**src/rtl/nand_gate.sv**
```systemverilog
// nand_gate: bitwise 2-input NAND. This is the base cell for the gate-level CPU build.
// Y is purely combinational, so it stays valid even with clk and rst tied off.
// A registered copy of Y and a saturating transition counter are provided for timing and debug.
//
// Parameters:
//   WIDTH    bit width of A, B, Y and Y_q. Each bit is an independent NAND.
//   CNT_W    width of the transition counter
// Ports:
//   clk      in   1      rising-edge clock
//   rst      in   1      synchronous, active-high reset
//   A        in   WIDTH  operand A
//   B        in   WIDTH  operand B
//   Y        out  WIDTH  combinational ~(A & B)
//   Y_q      out  WIDTH  Y registered on clk
//   toggles  out  CNT_W  saturating count of edges at which Y_q changed value
module nand_gate #(
  parameter int unsigned WIDTH = 1,
  parameter int unsigned CNT_W = 8
) (
  input  logic             clk,
  input  logic             rst,
  input  logic [WIDTH-1:0] A,
  input  logic [WIDTH-1:0] B,
  output logic [WIDTH-1:0] Y,
  output logic [WIDTH-1:0] Y_q,
  output logic [CNT_W-1:0] toggles
);

  localparam logic [WIDTH-1:0] Y_RST   = {WIDTH{1'b1}};
  localparam logic [CNT_W-1:0] CNT_MAX = {CNT_W{1'b1}};

  logic y_change_c;
  logic cnt_sat_c;

  // Zero-latency NAND. X/Z resolve per standard ~& semantics.
  assign Y = ~(A & B);

  // Y_q is about to change value at this edge.
  assign y_change_c = (Y != Y_q);
  assign cnt_sat_c  = (toggles == CNT_MAX);

  // Registered copy of Y. Reset value is the NAND of 0,0.
  always_ff @(posedge clk) begin
    if (rst) begin
      Y_q <= Y_RST;
    end else begin
      Y_q <= Y;
    end
  end

  // Transition counter. It saturates instead of wrapping.
  always_ff @(posedge clk) begin
    if (rst) begin
      toggles <= '0;
    end else if (y_change_c && !cnt_sat_c) begin
      toggles <= toggles + CNT_W'(1);
    end
  end

endmodule

```
**config.mk**
```make
export PLATFORM = sky130hd
export DESIGN_NAME = nand_gate
export DESIGN_NICKNAME = d
export VERILOG_FILES = /design/src/rtl/nand_gate.sv
export SDC_FILE = /design/constraint.sdc
export NUM_CORES = 1
export LEC_CHECK = 0
export CELL_PAD_IN_SITES_DETAIL_PLACEMENT = 0
export CELL_PAD_IN_SITES_GLOBAL_PLACEMENT = 2
export CORE_MARGIN = 1
export CORE_UTILIZATION = 32
export DETAILED_ROUTE_END_ITERATION = 8
export DONT_BUFFER_PORTS = 1
export PLACE_DENSITY_LB_ADDON = 0.1
export SLEW_MARGIN = 10
export SYNTH_ARGS = -nofsm -noshare
export SYNTH_HDL_FRONTEND = slang
export SYNTH_SLANG_ARGS = --single-unit
```
**constraint.sdc**
```tcl
create_clock -name clk -period 1.8 [get_ports clk]
set_input_delay 0.09 -clock clk [delete_from_list [all_inputs] [get_ports clk]]
set_output_delay 0.09 -clock clk [all_outputs]
set_load 0.01 [all_outputs]
```
# [Word level (Yosys, flattened, before mapping)]
# Index checks and enable logic that the tools add are counted.
[totals] register_bits=9 in_bits=4 output_inout_bits=10 word_cells=9
[op_classes] n_addsub=1 eq_ne=2 n_bitwise=2 reduce_logical=2
[op_table] op="$add 8x1->8 const B" n=1
[op_table] op="$eq 8x8->1 const B" n=1
[op_table] op="$and 1x1->1" n=1
[op_table] op="$logic_and 1x1->1" n=1
[op_table] op="$logic_not 1->1" n=1
[op_table] op="$ne 1x1->1" n=1
[op_table] op="$not 1->1" n=1

# [Depth between registers and ports, before layout]
# Gate-level depths: netlist (run 1).
[logic_depth] word_depth=4 ltp_mapped=5 mapped_depth_nobuf=5

# [Worst setup path before layout (run 1)]
# OpenSTA, ideal clock, no wires.
[synth_timing] path_kind="register to register" start="reg toggles[0]" end="reg toggles[3]" setup_time_ns=0.070 arrival_ns=1.570 required_time_ns=1.730 path_slack_ns=0.159 path_stages_with_launch=6 path_buffers=0 period_less_slack_ns=1.641 cell_sequence="dfxtp_1 ha_1 and3_4 a211o_4 or3_1 a21oi_1"
[synth_between] elab_chain_cells=3 word_cells_on_any_way=4 classes_between="1 x add/sub; 1 x eq/ne; 2 x reduce/logical"
[synth_rtl] element="start: declaration" line_no="26" text="output logic [CNT_W-1:0] toggles"
[synth_rtl] element="start signal: assignment" line_no="56" text="toggles <= toggles + CNT_W'(1);"
[synth_rtl] element="parallel branches: the longest is 3 deep, another holds $add 8x1->8"
# Parallel ways; which one is timed is not known.
# A chain may end at the register's enable or synchronous reset.

# [Final worst setup path (run 1)]
# Same ends and word-level chain as after synthesis.

==> results_dict.tcl, run 1 <==
set metrics [dict create \
    drive_above_1_share_pct 19.64 \
    first_pass_iters 4 \
    final_nets 62 \
    critical_path_arrival_ns 1.82 \
    setup_ws_ns 0.1698 \
    max_freq_ghz 0.6134 \
    drc 0 \
    syn_inst 49 \
    critPathCaptureType "flip-flop" \
    start_util_pct 34.04 \
    n_antenna_cell 0 \
    wl_met2_um 424 \
    synth_cell_types 23 \
    status "finished, final reports clean" \
    cts.sinks 9 \
    tightestPinTransition_ns 0.3670 \
    synthArstFlopShare_pct 0 \
    synthesis.area_sq_um 442.9 \
    ant_nets 0 \
    drv_slew 0 \
    cts-root-buf "clkbuf_4" \
    insertion_delay_ns 0.26 \
    post-route-min-period_ns 1.630 \
    peakVddDrop_v 0.0003653 \
    endpoint "toggles[3]$_SDFFE_PP0P_" \
    ys_ff_latch 9 \
    yosysSeqAreaShare_pct 40.68 \
    place_hpwl_um 676.4 \
    die_y_um 39.21 \
    worstPathMaxFanout 8 \
    power.leakage_nw 0.1852 \
    io_buffers 0 \
    place_worst_setup_slack_ns 0.1906 \
    cts_tree "yes" \
    whs_ns 0.07535 \
    dr_total_vias 385 \
    cts_setup_buffers 0 \
    grt_max_degree 10 \
    setup-tns-final_ns 0 \
    r2r_cells 5 \
    grt_pass1_vias 357 \
    setup_viol 0 \
    hold_violations 0 \
    fin_area_sq_um 516.7 \
    wl_met1_um 461 \
    antenna_found_initial 0 \
    cts_made_buffers 3 \
    reg2reg_setup_slack_ns 0.17 \
    maxCapViolCount 0 \
    core_sq_um 1301 \
    wire_per_inst_um 13.45 \
    startpoint_type "flip-flop" \
    synth_edf_count 0 \
    grt_overflow 0 \
    place.gp.congestion 0.6912 \
    r2r_end "toggles[3]$_SDFFE_PP0P_" \
    hp-class "primary input to flip-flop" \
    yosysWarnings 0 \
    synth.net_count 54 \
    power_density_nw_per_um2 786.5 \
    pin_count 14 \
    rsz0062_at_grt "no" \
    crit_required_ns 1.99 \
    slew_headroom_pct 75.31 \
    synth_top_flop_cell "dfxtp_1" \
    synth.avg_cell_area_sq_um 9.039 \
    critPathLaunch "toggles[0]$_SDFFE_PP0P_" \
    cts.clk_slew.worst_paths_ns 0.07 \
    drt_wl_total_um 955 \
    htree_levels 1 \
    grt_pass1_wl_um 1600 \
    power.total_uw 406.4 \
    cts_buffer_depth 2 \
    top_layer_used "met3" \
    r2r_start "toggles[0]$_SDFFE_PP0P_" \
    path_class "flip-flop to flip-flop" \
    die_x_um 39.21 \
    placementRows 13 \
    drt_iter0_drc 11 \
    area_growth_pct 16.67 \
    dieArea_sq_um 1537 \
    grt_usage_pct 16.01 \
    place_area_sq_um 480.5 \
    vias_per_cell 5.423 \
    skew_ns 0.004643 \
    routed-wl-met3_um 70 \
    fin_crit_sh_pct 90.57 \
]
cell families after synthesis:
family          synth area share [%]
compound gates                 17.80
xor+xnor                       1.978
fa+ha+maj                      2.824
buf+inv                        2.542
flops                          40.68
mux                            6.780
simple gates                   27.40
critical path, cell delays in order (launching register included):
cell	delay, ns
dfxtp_1	0.31
ha_1	0.22
and3_4	0.19
a211o_4	0.36
or3_1	0.35
a21oi_1	0.14
synth_stat cells (2+ instances only):
cell type	count	area, sq um
o21ai_1	3	15.01
nor2_1	4	15.01
nor4_1	3	18.77
a21oi_1	3	15.01
mux2i_1	3	30.03
inv_1	2	7.510
nand2_1	4	15.01
or3_1	3	18.77
dfxtp_1	9	180.2
nand3_1	2	10.01
cells in the final DEF, fill, tap and decap left out:
cell           n
ha_1           1
a31oi_1        1
clkbuf_1       1
dlygate4sd3_1  1
or3_1          3
nor4_1         3
nor2_1         4
a21boi_1       1
dfxtp_1        9
inv_1          2
a21oi_1        3
nand4_1        1
and4_4         1
nand3_1        2
a211o_4        1
clkbuf_4       3
and3b_1        1
or2_2          1
nand2_1        4
mux2i_1        3
o21ai_1        3
a21bo_2        1
o21a_1         1
xor2_1         1
buf_4          3
and3_4         1
registers in the layout, summed over array words and instances (netlist names):
name,flops
Y_q,1
toggles,8
how the worst min path moves through the flow:
stage,startpoint,endpoint,slack [ns],depth (start not counted)
floorplan,B,Y,0.25,1
global placement,rst,toggles[3]$_SDFFE_PP0P_,0.16,1
detailed placement,rst,toggles[3]$_SDFFE_PP0P_,0.16,1
CTS,B,Y_q$_SDFF_PP1_,0.07,2
global route,B,Y_q$_SDFF_PP1_,0.08,2
finish,B,Y_q$_SDFF_PP1_,0.08,2
routing by layer:
layer | vias to the layer above | global-route usage (%)
li1 | 195 | -
met1 | 174 | 21.18
met2 | 16 | 22.08
met3 | 0 | 6.358
met4 | 0 | 7.759
met5 | - | 0
power by group:
| group | switching [mW] | internal, mW |
|---|---|---|
| Sequential | 0.00381 | 0.205 |
| Combinational | 0.0223 | 0.0177 |
| Clock | 0.0726 | 0.0855 |
area by class of cell:
| cell class | instances | area [sq um] |
|---|---|---|
| Sequential cell | 9 | 180.2 |
| Fill cell | 147 | 784.5 |
| Tap cell | 15 | 18.77 |
| Clock buffer | 4 | 26.28 |
| Inverter | 2 | 7.507 |
| Multi-Input combinational cell | 37 | 251.5 |
| Timing Repair Buffer | 4 | 32.53 |
stage by stage:
step	instances	util (%)
floorplan	49	-
detailed placement	66	36.92
global placement	66	36.92
global route	71	39.71
CTS	71	39.71
finish	71	39.71
what timing repair did:
item / 4_1_cts / 5_1_grt
resized for setup: 0 / 0
hold endpoints to repair: 9 / 0
hold buffers: 1 / 0
Power figures use the tool's default switching activity.
==> run 2, diff against run 1 <==
--- a/config.mk
+++ b/config.mk
@@ -11,6 +11,7 @@
 export CORE_UTILIZATION = 32
 export DETAILED_ROUTE_END_ITERATION = 8
 export DONT_BUFFER_PORTS = 1
+export GPL_TIMING_DRIVEN = 0
 export PLACE_DENSITY_LB_ADDON = 0.1
 export SLEW_MARGIN = 10
 export SYNTH_ARGS = -nofsm -noshare
==> results_dict.tcl, run 2 (synthesis results as in run 1) <==
set metrics [dict create \
    htree_levels 1 \
    top_regs "toggles: 8 flops, Y_q: 1 flops" \
    path_class "flip-flop to flip-flop" \
    drt_wl_total_um 897 \
    insertion_delay_ns 0.26 \
    max_freq_ghz 0.5862 \
    antenna_found_initial 0 \
    post-route-min-period_ns 1.706 \
    cts.sinks 9 \
    slew_headroom_pct 75.16 \
    die_x_um 39.21 \
    slowest_delay_ns 0.36 \
    peakVddDrop_v 0.0003242 \
    ant_nets 0 \
    grt_overflow 0 \
    start_util_pct 34.04 \
    largest_reg_flops 8 \
    setup-tns-final_ns 0 \
    critPathCaptureType "flip-flop" \
    layout_common_cells "8 x dfxtp_1, 4 x nand2_1, 4 x nor2_1" \
    critical_path_arrival_ns 1.90 \
    hold_violations 0 \
    cts_made_buffers 3 \
    core_sq_um 1301 \
    final_nets 59 \
    tightestPinTransition_ns 0.3692 \
    status "finished, final reports clean" \
    io_buffers 0 \
    place_hpwl_um 642.3 \
    power_density_nw_per_um2 818.7 \
    cts-root-buf "clkbuf_4" \
    worst_path_max_delay_cell "dfxtp_1" \
    place_area_sq_um 461.7 \
    path_cells "ha_1 -> and3_4 -> a211o_4 -> or3_1 -> a21oi_1" \
    critPathBufInv 0 \
    final_common_cell "dfxtp_1" \
    hp-class "primary input to flip-flop" \
    setup_ws_ns 0.09405 \
    first_pass_iters 2 \
    dr_total_vias 371 \
    grt_usage_pct 14.83 \
    grt_max_degree 10 \
    cts_buffer_depth 2 \
    skew_ns 0.001322 \
    largest-register "toggles" \
    placementRows 13 \
    maxCapViolCount 0 \
    crit_required_ns 1.99 \
    setup_viol 0 \
    holdBufCountCts 0 \
    vias_per_cell 5.456 \
    place.gp.congestion 0.6719 \
    worstPathMaxFanout 8 \
    drc 0 \
    die_y_um 39.21 \
    cts_tree "yes" \
    area_growth_pct 10.45 \
    grt_pass1_vias 363 \
    pin_count 14 \
    crit_family "simple AND/OR/NAND/NOR gates" \
    drive_above_1_share_pct 16.98 \
    drt_iter0_drc 3 \
    power.leakage_nw 0.1665 \
    drv_slew 0 \
    grt_pass1_wl_um 1483 \
    place_worst_setup_slack_ns 0.07912 \
    fin_crit_sh_pct 94.78 \
    whs_ns 0.07921 \
    dieArea_sq_um 1537 \
    cts.clk_slew.worst_paths_ns 0.06 \
    wire_per_inst_um 13.19 \
    fin_area_sq_um 489.2 \
    startpoint_type "flip-flop" \
    rsz0062_at_grt "no" \
    final_util_pct 37.60 \
    n_antenna_cell 0 \
]
[run 2: cell types whose count changed in the layout (fill, tap and decap cells not counted), sizes merged]
cell,previous run,this run
buf,3,0
clkbuf,4,5
dlygate4sd3,1,0
[run 2: layout make-up]
| type | instances | area [sq um] |
|---|---|---|
| clock buffers | 4 | 26.28 |
| multi-input cells | 37 | 251.5 |
| fillers | 141 | 812.0 |
| flip-flops and latches | 9 | 181.4 |
| well taps | 15 | 18.77 |
| inverters | 2 | 7.507 |
| plain buffers | 1 | 3.754 |
[run 2: final timing paths]
kind | start | to | slack (ns) | depth (start not counted)
setup reg to reg | toggles[1]$_SDFFE_PP0P_ | toggles[3]$_SDFFE_PP0P_ | 0.09 | 5
setup / recovery | toggles[1]$_SDFFE_PP0P_ | toggles[3]$_SDFFE_PP0P_ | 0.09 | 5
hold / removal | B | Y_q$_SDFF_PP1_ | 0.08 | 2
hold reg to reg | toggles[0]$_SDFFE_PP0P_ | toggles[0]$_SDFFE_PP0P_ | 0.58 | 2
[run 2: metal layers]
layer,up-vias,wire length (um),GRT usage [%]
met5,-,0,0
met4,0,11,12.93
met3,2,52,4.624
met2,8,396,21.25
met1,170,437,17.42
li1,191,-,-
[run 2: power by group]
part / switching (mW) / internal (mW) / total, mW
Sequential: 0.00870 / 0.205 / 0.214
Combinational: 0.0153 / 0.0115 / 0.0268
Clock: 0.0741 / 0.0856 / 0.160
[run 2: repair_timing]
action,4_1_cts,5_1_grt
resized for setup,0,1
buffers inserted,0,0
setup endpoints to repair,0,2
[run 2: stage by stage]
step	power, mW	cells
2_1_floorplan	0.2394	49
3_3_place_gp	0.2440	64
3_5_place_dp	0.2451	64
4_1_cts	0.4101	68
5_1_grt	0.4262	68
6_report	0.4005	68
